**src/rtl/lcd_if_driver.sv**
```systemverilog
// -----------------------------------------------------------------------------
// lcd_if_driver
//
// Physical-side driver for an HD44780-style 16x2 character LCD. It runs the
// power-on initialisation sequence on its own, then accepts one RS/DATA byte
// per READY window from the display-mode mux and turns it into a timed LCD_E
// strobe cycle on the LCD pins.
//
// Ports:
//   CLK         system clock (same tick that paces the mode blocks)
//   RESET       asynchronous, active-high reset
//   RW_INPUT    0 = write request this cycle, 1 = no request
//   RS_INPUT    0 = instruction, 1 = character data
//   DATA_INPUT  instruction or character code
//   READY       driver accepts a request on the next rising edge
//   INIT_DONE   power-on sequence complete (sticky until reset)
//   LCD_E       LCD enable strobe
//   LCD_RS      LCD register select
//   LCD_RW      LCD read/write, held at 0 (write-only)
//   LCD_DATA    LCD data bus
//   DROP_CNT    (only with LCD_DROP_CNT_EN) saturating count of requests
//               that arrived while READY was low after initialisation
//
// Optional feature macro: LCD_DROP_CNT_EN
//
// Timing (defaults): a byte occupies SETUP, STROBE, WAIT and one IDLE cycle,
// so back-to-back accepts are four edges apart; clear/return-home stretch
// WAIT by one extra cycle. Zero-valued timing parameters behave as 1.
// -----------------------------------------------------------------------------
module lcd_if_driver #(
    parameter int INIT_WAIT     = 20,
    parameter int SETUP_CYCLES  = 1,
    parameter int E_HIGH_CYCLES = 1,
    parameter int CMD_WAIT      = 1,
    parameter int CLEAR_WAIT    = 2
) (
    input  logic       CLK,
    input  logic       RESET,
    input  logic       RW_INPUT,
    input  logic       RS_INPUT,
    input  logic [7:0] DATA_INPUT,
    output logic       READY,
    output logic       INIT_DONE,
    output logic       LCD_E,
    output logic       LCD_RS,
    output logic       LCD_RW,
`ifdef LCD_DROP_CNT_EN
    output logic [7:0] LCD_DATA,
    output logic [7:0] DROP_CNT
`else
    output logic [7:0] LCD_DATA
`endif
);

    // Effective cycle counts: a zero parameter is treated as one cycle.
    localparam int INIT_N  = (INIT_WAIT     < 1) ? 1 : INIT_WAIT;
    localparam int SETUP_N = (SETUP_CYCLES  < 1) ? 1 : SETUP_CYCLES;
    localparam int EHIGH_N = (E_HIGH_CYCLES < 1) ? 1 : E_HIGH_CYCLES;
    localparam int CMD_N   = (CMD_WAIT      < 1) ? 1 : CMD_WAIT;
    localparam int CLEAR_N = (CLEAR_WAIT    < 1) ? 1 : CLEAR_WAIT;

    // The shared phase counter must hold the largest terminal value.
    localparam int MAX_A = (INIT_N  > SETUP_N) ? INIT_N  : SETUP_N;
    localparam int MAX_B = (EHIGH_N > CMD_N)   ? EHIGH_N : CMD_N;
    localparam int MAX_C = (MAX_A   > MAX_B)   ? MAX_A   : MAX_B;
    localparam int MAX_P = (MAX_C   > CLEAR_N) ? MAX_C   : CLEAR_N;
    localparam int CNT_W = $clog2(MAX_P + 1);

    // PWR exits when the counter reaches INIT_N, so the first init command
    // is loaded exactly INIT_N edges after reset release; the other phases
    // exit on the last cycle of their window (N-1).
    localparam logic [CNT_W-1:0] INIT_LAST  = CNT_W'(INIT_N);
    localparam logic [CNT_W-1:0] SETUP_LAST = CNT_W'(SETUP_N - 1);
    localparam logic [CNT_W-1:0] EHIGH_LAST = CNT_W'(EHIGH_N - 1);
    localparam logic [CNT_W-1:0] CMD_LAST   = CNT_W'(CMD_N - 1);
    localparam logic [CNT_W-1:0] CLEAR_LAST = CNT_W'(CLEAR_N - 1);
    localparam logic [CNT_W-1:0] CNT_ZERO   = CNT_W'(0);
    localparam logic [CNT_W-1:0] CNT_ONE    = CNT_W'(1);

    typedef enum logic [2:0] {
        ST_PWR    = 3'd0,
        ST_SETUP  = 3'd1,
        ST_STROBE = 3'd2,
        ST_WAIT   = 3'd3,
        ST_IDLE   = 3'd4
    } state_t;

    state_t           state_r;
    logic [CNT_W-1:0] cnt_r;
    logic [1:0]       init_idx_r;
    logic             lcd_e_r;
    logic             lcd_rs_r;
    logic             lcd_rw_r;
    logic [7:0]       lcd_data_r;
    logic             ready_r;
    logic             init_done_r;
    logic [CNT_W-1:0] wait_last_s;

    // Power-on command table, all sent as instructions (RS=0).
    function automatic logic [7:0] init_cmd(input logic [1:0] idx);
        logic [7:0] cmd;
        case (idx)
            2'd0:    cmd = 8'h38;   // function set: 8-bit, 2 lines, 5x8
            2'd1:    cmd = 8'h0C;   // display on, cursor off
            2'd2:    cmd = 8'h06;   // entry mode: increment, no shift
            2'd3:    cmd = 8'h01;   // clear display
            default: cmd = 8'h38;
        endcase
        return cmd;
    endfunction

    // Clear (0x01) and return-home (0x02/0x03) are the slow instructions.
    function automatic logic needs_long_wait(input logic rs, input logic [7:0] data);
        logic long_wait;
        if (rs == 1'b0 && (data == 8'h01 || data[7:1] == 7'b0000001)) begin
            long_wait = 1'b1;
        end else begin
            long_wait = 1'b0;
        end
        return long_wait;
    endfunction

    // Post-strobe wait length chosen from the byte currently on the bus.
    always_comb begin
        wait_last_s = CMD_LAST;
        if (needs_long_wait(lcd_rs_r, lcd_data_r)) begin
            wait_last_s = CLEAR_LAST;
        end else begin
            wait_last_s = CMD_LAST;
        end
    end

    // Main sequencer: power-up delay, init table, accept/strobe cycle.
    always_ff @(posedge CLK or posedge RESET) begin
        if (RESET) begin
            state_r     <= ST_PWR;
            cnt_r       <= CNT_ZERO;
            init_idx_r  <= 2'd0;
            lcd_e_r     <= 1'b0;
            lcd_rs_r    <= 1'b0;
            lcd_rw_r    <= 1'b0;
            lcd_data_r  <= 8'h00;
            ready_r     <= 1'b0;
            init_done_r <= 1'b0;
        end else begin
            lcd_rw_r <= 1'b0;
            case (state_r)
                ST_PWR: begin
                    if (cnt_r == INIT_LAST) begin
                        cnt_r      <= CNT_ZERO;
                        init_idx_r <= 2'd0;
                        lcd_rs_r   <= 1'b0;
                        lcd_data_r <= init_cmd(2'd0);
                        state_r    <= ST_SETUP;
                    end else begin
                        cnt_r <= cnt_r + CNT_ONE;
                    end
                end

                ST_SETUP: begin
                    if (cnt_r == SETUP_LAST) begin
                        cnt_r   <= CNT_ZERO;
                        lcd_e_r <= 1'b1;
                        state_r <= ST_STROBE;
                    end else begin
                        cnt_r <= cnt_r + CNT_ONE;
                    end
                end

                ST_STROBE: begin
                    if (cnt_r == EHIGH_LAST) begin
                        cnt_r   <= CNT_ZERO;
                        lcd_e_r <= 1'b0;
                        state_r <= ST_WAIT;
                    end else begin
                        cnt_r <= cnt_r + CNT_ONE;
                    end
                end

                ST_WAIT: begin
                    if (cnt_r == wait_last_s) begin
                        cnt_r <= CNT_ZERO;
                        if (!init_done_r && init_idx_r != 2'd3) begin
                            // Still inside the init table: load the next command.
                            init_idx_r <= init_idx_r + 2'd1;
                            lcd_rs_r   <= 1'b0;
                            lcd_data_r <= init_cmd(init_idx_r + 2'd1);
                            state_r    <= ST_SETUP;
                        end else begin
                            // Last init command or a normal byte finished.
                            init_done_r <= 1'b1;
                            ready_r     <= 1'b1;
                            state_r     <= ST_IDLE;
                        end
                    end else begin
                        cnt_r <= cnt_r + CNT_ONE;
                    end
                end

                ST_IDLE: begin
                    if (ready_r && !RW_INPUT) begin
                        cnt_r      <= CNT_ZERO;
                        lcd_rs_r   <= RS_INPUT;
                        lcd_data_r <= DATA_INPUT;
                        ready_r    <= 1'b0;
                        state_r    <= ST_SETUP;
                    end else begin
                        ready_r <= init_done_r;
                    end
                end

                default: begin
                    state_r    <= ST_PWR;
                    cnt_r      <= CNT_ZERO;
                    init_idx_r <= 2'd0;
                    lcd_e_r    <= 1'b0;
                    ready_r    <= 1'b0;
                end
            endcase
        end
    end

`ifdef LCD_DROP_CNT_EN
    logic [7:0] drop_cnt_r;

    // Count requests refused after init because the driver was busy.
    always_ff @(posedge CLK or posedge RESET) begin
        if (RESET) begin
            drop_cnt_r <= 8'h00;
        end else if (!RW_INPUT && !ready_r && init_done_r && drop_cnt_r != 8'hFF) begin
            drop_cnt_r <= drop_cnt_r + 8'h01;
        end else begin
            drop_cnt_r <= drop_cnt_r;
        end
    end

    assign DROP_CNT = drop_cnt_r;
`endif

    assign READY     = ready_r;
    assign INIT_DONE = init_done_r;
    assign LCD_E     = lcd_e_r;
    assign LCD_RS    = lcd_rs_r;
    assign LCD_RW    = lcd_rw_r;
    assign LCD_DATA  = lcd_data_r;

endmodule

```
**config.mk**
```make
export PLATFORM = sky130hd
export DESIGN_NAME = lcd_if_driver
export DESIGN_NICKNAME = d
export VERILOG_FILES = /design/src/rtl/lcd_if_driver.sv
export SDC_FILE = /design/constraint.sdc
export NUM_CORES = 1
export LEC_CHECK = 0
export ABC_AREA = 1
export CAP_MARGIN = 10
export CELL_PAD_IN_SITES_DETAIL_PLACEMENT = 0
export CELL_PAD_IN_SITES_GLOBAL_PLACEMENT = 1
export CORE_MARGIN = 10
export CORE_UTILIZATION = 25
export CTS_BUF_LIST = sky130_fd_sc_hd__clkbuf_8 sky130_fd_sc_hd__clkbuf_16
export DETAILED_ROUTE_END_ITERATION = 6
export PLACE_DENSITY_LB_ADDON = 0.15
export SLEW_MARGIN = 15
export SYNTH_ARGS = -nofsm -noshare
export SYNTH_HDL_FRONTEND = slang
export SYNTH_SLANG_ARGS = --single-unit
```
**constraint.sdc**
```tcl
create_clock -name CLK -period 2.8 [get_ports CLK]
set_input_delay 0.28 -clock CLK [delete_from_list [all_inputs] [get_ports CLK]]
set_output_delay 0.28 -clock CLK [all_outputs]
set_load 0.01 [all_outputs]
```
Word level (Yosys, flattened, before mapping). Cells that the tools add are included.

Bits in registers: 22. Input bits: 12. Output and inout port bits: 13. Word-level logic and storage cells: 90.

Add/subtract/negate cells: 2. Eq/ne operators: 19. Mux-type cells: 36. Bitwise logic cells: 5. Reduce and logical (&&, ||, !) cells: 20.

Operators by type and width (number): $mux 8 (4); $pmux 8 s4 (1); $pmux 8 s3 (1); $mux 5 (4); $pmux 5 s4 (1); $mux 3 (6); $ne 2x2->1 const B (8); $pmux 3 s5 (1); $mux 1 (11); $reduce_and 5->1 (2); $pmux 1 s3 (3); $reduce_and 3->1 (3); $reduce_or 3->1 (3); $eq 8x1->1 const B (1); $eq 7x1->1 const B (1); $eq 3x2->1 const B (2); $mux 2 (3); $pmux 2 s3 (1); $add 5x1->5 const B (1); $eq 5x5->1 (1); $eq 5x5->1 const B (1); $logic_not 5->1 (1); $not 1->1 (5); $eq 2x2->1 const B (2); other kinds (12) (15).

Depth between registers and ports, before layout. Gate-level depths: netlist of the first run.

Depth after elaboration: 8. Gate-level depth with buffers: 11. Depth with buffers taken out: 10.

Worst setup path after synthesis of the first run. No wires, ideal clock.

Kind: flip-flop to flip-flop. From: reg init_idx_r[0]. To: reg lcd_rs_r (netlist: LCD_RS). Setup time: 0.117 ns. Arrival time: 1.478 ns. Data required time: 2.683 ns. Path slack: 1.205 ns. Stages on the path, launching flop included: 10. Clock period less this slack: 1.595 ns. Cells stage by stage: dfrtp_1 -> ha_1 -> or2_2 -> nand2_2 -> nand2_2 -> nor2_4 -> nand2_4 -> buf_12 -> nand2_2 -> o21ai_2.

Longest elaborated chain between the ends: 4.

RTL lines: start: declaration (RTL line 90) `logic [1:0] init_idx_r;`; start signal: assignment (RTL line 185) `init_idx_r <= init_idx_r + 2'd1;`; $ne 2x2->1 (RTL line 183) `if (!init_done_r && init_idx_r != 2'd3) begin`; $logic_and 1x1->1 (RTL line 183); $ne 2x2->1 (no source line); $reduce_and 5->1 (no source line); end signal: assignment (RTL line 152) `lcd_rs_r <= 1'b0;`; end signal: assignment (RTL line 186) `lcd_rs_r <= 1'b0;`; end signal: assignment (RTL line 203) `lcd_rs_r <= RS_INPUT;`; end: declaration (RTL line 92) `logic lcd_rs_r;`.

Every way passes these cells. A chain may end at the register's enable or synchronous reset.

Final worst setup path of the first run.
From: reg cnt_r[0]. To: reg lcd_data_r[5] (netlist: LCD_DATA[5]).

Longest elaborated chain between the ends: 3. Elaborated cells between the ends (all ways): 5. Classes of those cells: eq/ne: 4; reduce/logical: 1.

RTL lines: start: declaration (RTL line 89) `logic [CNT_W-1:0] cnt_r;`; start signal: assignment (RTL line 156) `cnt_r <= cnt_r + CNT_ONE;`; start signal: assignment (RTL line 166) `cnt_r <= cnt_r + CNT_ONE;`; start signal: assignment (RTL line 176) `cnt_r <= cnt_r + CNT_ONE;`; $eq 5x5->1, on equally long branches (RTL line 181, 149); $ne 2x2->1 (no source line); $reduce_and 5->1 (no source line) (*); end signal: assignment (RTL line 153) `lcd_data_r <= init_cmd(2'd0);`; end signal: assignment (RTL line 187) `lcd_data_r <= init_cmd(init_idx_r + 2'd1);`; end: declaration (RTL line 94) `logic [7:0] lcd_data_r;`.

Every way passes the cells marked *; elsewhere a longest branch is shown, timed or not.

==> key figures, run 1 <==
Run status
  • Run status: completed

Global route
  • Vias in the first global route: 1,164
  • Total global routing track utilization: 7.85%
  • Largest net degree at the start of global routing: 23
  • First-pass GRT wire length: 5590 um
  • GR Overflow Total: 0
  • Initial antenna violation count: 0

Route
  • ANT nets after route: 0
  • Initial drt markers: 90
  • Routed WL: 3320 um
  • Vias post-DR: 1,131
  • Drt pass-1 iters: 4
  • Via density: 4.37
  • Post-route DRC: 0
  • Wirelength per Cell: 12.8 um

Synthesis
  • Post-synthesis sequential area ratio: 40.8%
  • Synth area leaders: dfrtp_1 (41%), nand2_1 (13%), o21ai_2 (5.8%), nand3_1 (5.2%), ha_1 (4.6%)
  • Post-Syn Instances: 166
  • Ys Warns: 0
  • Post-synth EDFFs: 0
  • Synth async-reset ratio: 100%
  • Yosys cell types: 32
  • Syn nets: 183
  • Multiplexer area fraction after synthesis: 0%
  • Simple-gate portion of the synthesized area: 30.5%
  • Most frequent cell after synthesis: nand2_1
  • Synth Area in Compound Gates: 13.5%
  • Synthesized area: 0.00135 mm2
  • Area leader, netlist: dfrtp_1
  • Area share of the largest cell type after synthesis: 40.8%
  • Top cells by count, synth: nand2_1 (45), dfrtp_1 (22), inv_1 (16), nand3_1 (14), o21ai_2 (9)
  • Largest family of logic cells by synthesized area: simple AND/OR/NAND/NOR gates
  • Ys flop type: dfrtp_1
  • Adder and majority cell fraction of the synthesized area: 4.63%
  • Xor/xnor share of the synthesized area: approximately 1.9%
  • Seq cells post-synth: 22
  • Syn Area/Cell: 8.13 um2

Clock tree
  • PostCTS Resize Cnt: 0
  • CTS tree: built
  • Clock buffer count from CTS: 3
  • Clk_lat worst skew: 0.26 ns
  • Root cell of the clock tree: clkbuf_8
  • Post-CTS Setup Bufs: 0
  • Clock transition at the registers of the reported paths: around 0.08 ns
  • H-tree level count: 1
  • Bufs on Longest Clock Path: 2
  • Clock sinks: 22
  • Post-CTS Hold Buffers: 0

Timing
  • Peak Freq: 591 MHz
  • Setup TNS: 0 ns
  • Minimum clock period: 1.69 ns
  • RSZ-0062 raised after global routing: no
  • Post-route worst setup slack: 1.11 ns
  • Worst slew pin tran: 0.881 ns
  • Slew HR: 41.2%
  • Ratio of final minimum period to clock period: 60.4%
  • Final hold viol count: 0
  • Final Setup Violations: 0
  • Setup clock skew after layout: 0.00101 ns
  • Min Hold Slack: 0.499 ns
  • Pins Over Slew Limit: 0

Floorplan
  • Die footprint: 0.00874 mm2
  • Die height: approximately 93 um
  • Io pins: 25
  • Die X: approximately 93 um
  • Initial Util: 26.1%
  • Area of the core: 0.00517 mm2
  • Rows: 26

Pwr
  • Pwr Density: 916 mW/mm2
  • Worst VDD drop: 447 uV
  • P_leak: about 0.00076 uW

Setup path
  • Crit path max fanout: 16
  • Setup CP Type: reg -> reg
  • Critical path capture point type: flop
  • Critical path arrival: between 1.5 and 2 ns
  • Req. time, crit path: ~3.0 ns
  • Critical path launch point type: flop
  • R2R setup slack: between 1 and 1.5 ns

Final layout
  • Fillers: 529
  • ANT cells: 0
  • Synthesis-to-layout area growth: 24.2%
  • Layout cells sized above 1: 14.8%
  • Nets: 208

Placed design
  • RePlAce Congestion: 0.736
  • PortBufs: 23
  • Pre-CTS WS: approximately 1.1 ns
  • Final HPWL DP: 2530 um

Worst hold path
  • Class of the worst hold path: in -> async

Flow run
  • MaxCap Viol Count: 0
==> stage by stage <==
stage / total power, uW / util (%) / area (um2) / std cells
after floorplan: 1150 / - / 1350 / 166
after global placement: 1350 / 31.6 / 1640 / 256
after detailed placement: 1350 / 31.6 / 1640 / 256
after CTS: 1560 / 32.4 / 1680 / 259
after global routing: 1690 / 32.4 / 1680 / 259
final: 1540 / 32.4 / 1680 / 259
==> kinds of logic after synthesis <==
| kind of cell | after synthesis |
|---|---|
| and+or+nand+nor | 85 |
| AOI/OAI and AO/OA | 27 |
| buffers and inverters | 23 |
| DFF | 22 |
| adders and majority gates | 5 |
| xor gates and xnor gates | 3 |
| other | 1 |
==> area by class of cell <==
class | instances | area, um2 | share of cell area (%)
well taps | 70 | 87.6 | 5.22
flip-flops and latches | 22 | 551 | 32.8
inverters | 20 | 80.1 | 4.78
clock buffers | 3 | 41.3 | 2.46
repair buffers | 23 | 230 | 13.7
multi-input cells | 121 | 687 | 41.0
==> flip-flops by register name, summed over array words and instances (netlist names) <==
| name | flops |
|---|---|
| READY | 1 |
| INIT_DONE | 1 |
| LCD_E | 1 |
| init_idx_r | 2 |
| cnt_r | 5 |
| LCD_DATA | 8 |
| LCD_RS | 1 |
| state_r | 3 |
==> path summary, 6_finish.rpt <==
check / from / end / cells after the start
worst max-delay path: cnt_r[0] / LCD_DATA[5] / 9
worst min-delay path: RESET / LCD_DATA[5] / 2
worst max register to register: cnt_r[0] / LCD_DATA[5] / 9
worst min register to register: LCD_E / LCD_E / 2
max in group asynchronous: RESET / init_idx_r[1] / 2
min in group CLK: LCD_E / LCD_E / 2
==> worst max-delay path: stages, from the launching register on <==
cell	delay [ns]
dfrtp_1	0.40
inv_1	0.17
ha_1	0.20
nand3_1	0.08
o21ai_2	0.18
nand2_2	0.10
nor2_4	0.13
nand2_4	0.15
nand2_1	0.11
o21ai_2	0.05
==> power by group <==
group	internal (uW)	switching, uW
clock network	96.2	106
logic	322	519
registers	408	85.2
==> cell usage in the layout, fill, tap and decap left out <==
| cell type | Yosys | routed |
|---|---|---|
| inv_1 | 16 | 16 |
| nor2_1 | 7 | 7 |
| conb_1 | 1 | 1 |
| o21ai_0 | 5 | 5 |
| inv_2 | 2 | 2 |
| nand3_2 | 1 | 1 |
| or2_1 | 1 | 1 |
| dfrtp_1 | 22 | 22 |
| a32oi_1 | 1 | 1 |
| nand4_1 | 3 | 3 |
| or2_2 | 1 | 1 |
| ha_1 | 5 | 5 |
| a21oi_1 | 4 | 4 |
| clkbuf_8 | 0 | 3 |
| nand3b_1 | 1 | 1 |
| nand2_1 | 45 | 45 |
| and3_1 | 1 | 1 |
| nand3_1 | 14 | 14 |
| xor2_1 | 3 | 3 |
| nand2_4 | 1 | 1 |
| o21bai_1 | 1 | 1 |
| inv_4 | 2 | 2 |
| clkdlybuf4s50_1 | 0 | 23 |
| nand2_2 | 5 | 5 |
| o21ai_2 | 9 | 9 |
| nor2_2 | 2 | 2 |
| a22o_1 | 2 | 2 |
| nor2_4 | 1 | 1 |
| nand2_8 | 1 | 1 |
| nor3_1 | 1 | 1 |
| o21ai_1 | 5 | 5 |
==> layer usage <==
layer  vias up  GRT usage [%]  share of wire (%)
li1        583              -                  -
met1       527           9.85                 47
met2        19           12.9                 46
met3         2           2.16                6.3
met4         0           1.93               0.69
met5         -              0                  0
Note: power is estimated with default switching activity, not from simulation.
==> run 2: changes to the inputs <==
==> constraint.sdc (replaced) <==
create_clock -name CLK -period 1.4 [get_ports CLK]
set_input_delay 0.14 -clock CLK [delete_from_list [all_inputs] [get_ports CLK]]
set_output_delay 0.14 -clock CLK [all_outputs]
set_load 0.01 [all_outputs]
==> run 2 against run 1 <==
  * The run now ends with setup timing left
  * Maximum frequency grew 11%
  * First-iteration DRC count shrank 28%
  * Clock power grew to 3.0 times the previous value
  * Power grew to 2.7 times the previous value
  * Clock skew grew 0.0061 ns
  * Design area grew 29%
  * Worst setup slack lost 1.2 ns
  * Sequential share of layout area shrank 7.4 points
  * Critical path depth is the same
  * Critical path type unchanged
  * Critical endpoint unchanged
==> key figures, run 2 (synthesized netlist as in run 1, its figures left out) <==
Final layout
  • Max reg flops: 8 (unchanged)
  • Commonest non-fill, non-tap cell in the layout: buf_4 (was nand2_1)
  • Layout cells sized above 1: 39.6% (was 14.8%)
  • Most frequent cells in the layout: buf_4 (49), nand2_1 (41), dfrtp_1 (22) (was nand2_1 (45), clkdlybuf4s50_1 (23), dfrtp_1 (22))
  • Nets: 258 (was 208)
  • ANT cells: 0 (unchanged)
  • Synthesis-to-layout area growth: 60.4% (was 24.2%)
  • Final Util: 41.9% (was 32.4%)
  • Fin area: 0.00217 mm2 (was 0.00168 mm2)

Floorplan
  • Io pins: 25 (unchanged)
  • Die footprint: 0.00874 mm2 (unchanged)
  • Rows: 26 (unchanged)
  • Die height: 93.5 um (unchanged)
  • Die X: 93.5 um (unchanged)
  • Area of the core: 0.00517 mm2 (unchanged)
  • Initial Util: 26.1% (unchanged)

Placed design
  • Pre-CTS WS: -0.149 ns (was 1.11 ns)
  • Final HPWL DP: 2980 um (was 2530 um)
  • Dpl cell area: 0.00197 mm2 (was 0.00164 mm2)
  • PortBufs: 23 (unchanged)
  • RePlAce Congestion: 0.766 (was 0.736)

Worst hold path
  • Class of the worst hold path: in -> async (unchanged)

Timing
  • Minimum clock period: 1.52 ns (was 1.69 ns)
  • Pins Over Slew Limit: 0 (unchanged)
  • Post-route worst setup slack: -0.122 ns (was 1.11 ns)
  • Final Setup Violations: 20 (was 0)
  • RSZ-0062 raised after global routing: yes (was no)
  • Final hold viol count: 0 (unchanged)
  • Peak Freq: 657 MHz (was 591 MHz)
  • Ratio of final minimum period to clock period: 109% (was 60.4%)
  • Min Hold Slack: 0.208 ns (was 0.499 ns)
  • Setup clock skew after layout: 0.00715 ns (was 0.00101 ns)

Setup path
  • Reg-to-reg critical path endpoint: LCD_DATA[5] (unchanged)
  • Critical path launch point type: flop (unchanged)
  • Slowest cell on crit path: dfrtp_1 (unchanged)
  • Req. time, crit path: 1.57 ns (was 2.96 ns)
  • CP top delay family: simple AND/OR/NAND/NOR gates (unchanged)
  • Crit path max fanout: 16 (unchanged)
  • CP bufs+invs: 1 (unchanged)
  • Slowest stage delay, CP: 0.39 ns (was 0.40 ns)
  • Crit path cell chain: inv_2, ha_2, nand3_2, o21ai_4, nand2_4, nor2_4, nand2_8, nand2_1, o21ai_2 (was inv_1, ha_1, nand3_1, o21ai_2, nand2_2, nor2_4, nand2_4, nand2_1, o21ai_2)
  • R2R setup slack: -0.12 ns (was 1.11 ns)
  • Critical path capture point type: flop (unchanged)
  • R2R depth: 9 (unchanged)
  • Critical path arrival: 1.69 ns (was 1.85 ns)
  • Setup CP Type: reg -> reg (unchanged)
  • CP Depth: 9 (unchanged)
  • Worst R2R Start: cnt_r[1] (was cnt_r[0])

Route
  • Vias post-DR: 1,309 (was 1,131)
  • Drt pass-1 iters: 4 (unchanged)
  • Initial drt markers: 65 (was 90)
  • ANT nets after route: 0 (unchanged)
  • Post-route DRC: 0 (unchanged)
  • Wirelength per Cell: 12.6 um (was 12.8 um)
  • Via density: 4.22 (was 4.37)
  • Routed WL: 3900 um (was 3320 um)

Clock tree
  • Clock buffer count from CTS: 3 (unchanged)
  • Clock sinks: 22 (unchanged)
  • Clk_lat worst skew: 0.27 ns (was 0.26 ns)
  • CTS tree: built (unchanged)
  • Clock transition at the registers of the reported paths: 0.09 ns (was 0.08 ns)
  • Bufs on Longest Clock Path: 2 (unchanged)
  • Post-CTS Hold Buffers: 0 (unchanged)
  • Root cell of the clock tree: clkbuf_8 (unchanged)
  • H-tree level count: 1 (unchanged)

Global route
  • Initial antenna violation count: 0 (unchanged)
  • Vias in the first global route: 1,344 (was 1,164)
  • GR Overflow Total: 0 (unchanged)
  • Met2 Track Usage GR: 15.2% (was 12.9%)
  • GRT Max-Usage Layer: met2 (unchanged)
  • Met3 Use GR: 2.96% (was 2.16%)
  • Largest net degree at the start of global routing: 23 (unchanged)
  • GR Util met1: 11.1% (was 9.85%)
  • Total global routing track utilization: 9.05% (was 7.85%)
  • First-pass GRT wire length: 6470 um (was 5590 um)

Run status
  • Failing checks: setup timing
  • Run status: finished, violations left (was completed)

Flow run
  • MaxCap Viol Count: 0 (unchanged)

Pwr
  • Pwr Density: 1930 mW/mm2 (was 916 mW/mm2)
  • Pwr Total: 4170 uW (was 1540 uW)
  • Worst VDD drop: 1230 uV (was 447 uV)
  • P_leak: 0.00108 uW (was 0.000759 uW)
-- run 2: layout make-up --
| type | instances | area, um2 |
|---|---|---|
| Sequential cell | 22 | 551 |
| Inverter | 20 | 80.1 |
| Tap cell | 70 | 87.6 |
| Clock inverter | 1 | 30.0 |
| Fill cell | 533 | 3010 |
| Multi-Input combinational cell | 121 | 778 |
| Timing Repair Buffer | 73 | 598 |
| Clock buffer | 3 | 41.3 |
-- run 2: worst max-delay path by stage --
stage / startpoint / slack (ns) / end
floorplan: init_idx_r[0] / -0.12 / LCD_RS
global placement: init_idx_r[1] / -0.10 / LCD_DATA[2]
detailed placement: cnt_r[1] / -0.15 / LCD_DATA[2]
CTS: init_idx_r[1] / -0.13 / LCD_DATA[2]
global route: cnt_r[0] / -0.21 / LCD_DATA[3]
finish: cnt_r[1] / -0.12 / LCD_DATA[5]
-- run 2: per-layer routing --
layer | vias up | part of all wire [%]
met3 | 2 | 5.3
met1 | 602 | 45
met4 | 0 | 0.36
li1 | 685 | -
met2 | 20 | 49
met5 | - | 0
-- run 2: repair_timing --
item / in CTS / in global routing
cloned: 0 / 0
pin swaps: 4 / 7
endpoints found under the setup margin: 29 / 20
setup buffers: 3 / 3
gates resized for setup: 20 / 11
-- run 2: worst register-to-register path, stage by stage (launching register included) --
cell	delay [ns]
dfrtp_1	0.39
inv_2	0.07
ha_2	0.18
nand3_2	0.08
o21ai_4	0.17
nand2_4	0.09
nor2_4	0.16
nand2_8	0.13
nand2_1	0.10
o21ai_2	0.05
-- run 2: power by group --
group,switching [uW],leakage (uW),internal (uW)
sequential,133,0.000291,816
combinational,1380,0.000753,1230
clock,232,0.0000357,383
total,1740,0.00108,2430
-- run 2: metrics by stage --
step	TNS, ns	cells
final	-1.77	310
after global routing	-3.61	310
after CTS	-1.55	307
after detailed placement	-2.04	300
after global placement	-1.56	300
after floorplan	-0.785	166
==> run 3: changes to the inputs <==
--- a/config.mk
+++ b/config.mk
@@ -13,6 +13,7 @@
 export CORE_UTILIZATION = 25
 export CTS_BUF_LIST = sky130_fd_sc_hd__clkbuf_8 sky130_fd_sc_hd__clkbuf_16
 export DETAILED_ROUTE_END_ITERATION = 6
+export GPL_ROUTABILITY_DRIVEN = 0
 export PLACE_DENSITY_LB_ADDON = 0.15
 export SLEW_MARGIN = 15
 export SYNTH_ARGS = -nofsm -noshare
==> results of run 3 <==
Final layout, timing and power as in run 2 (identical DEF).
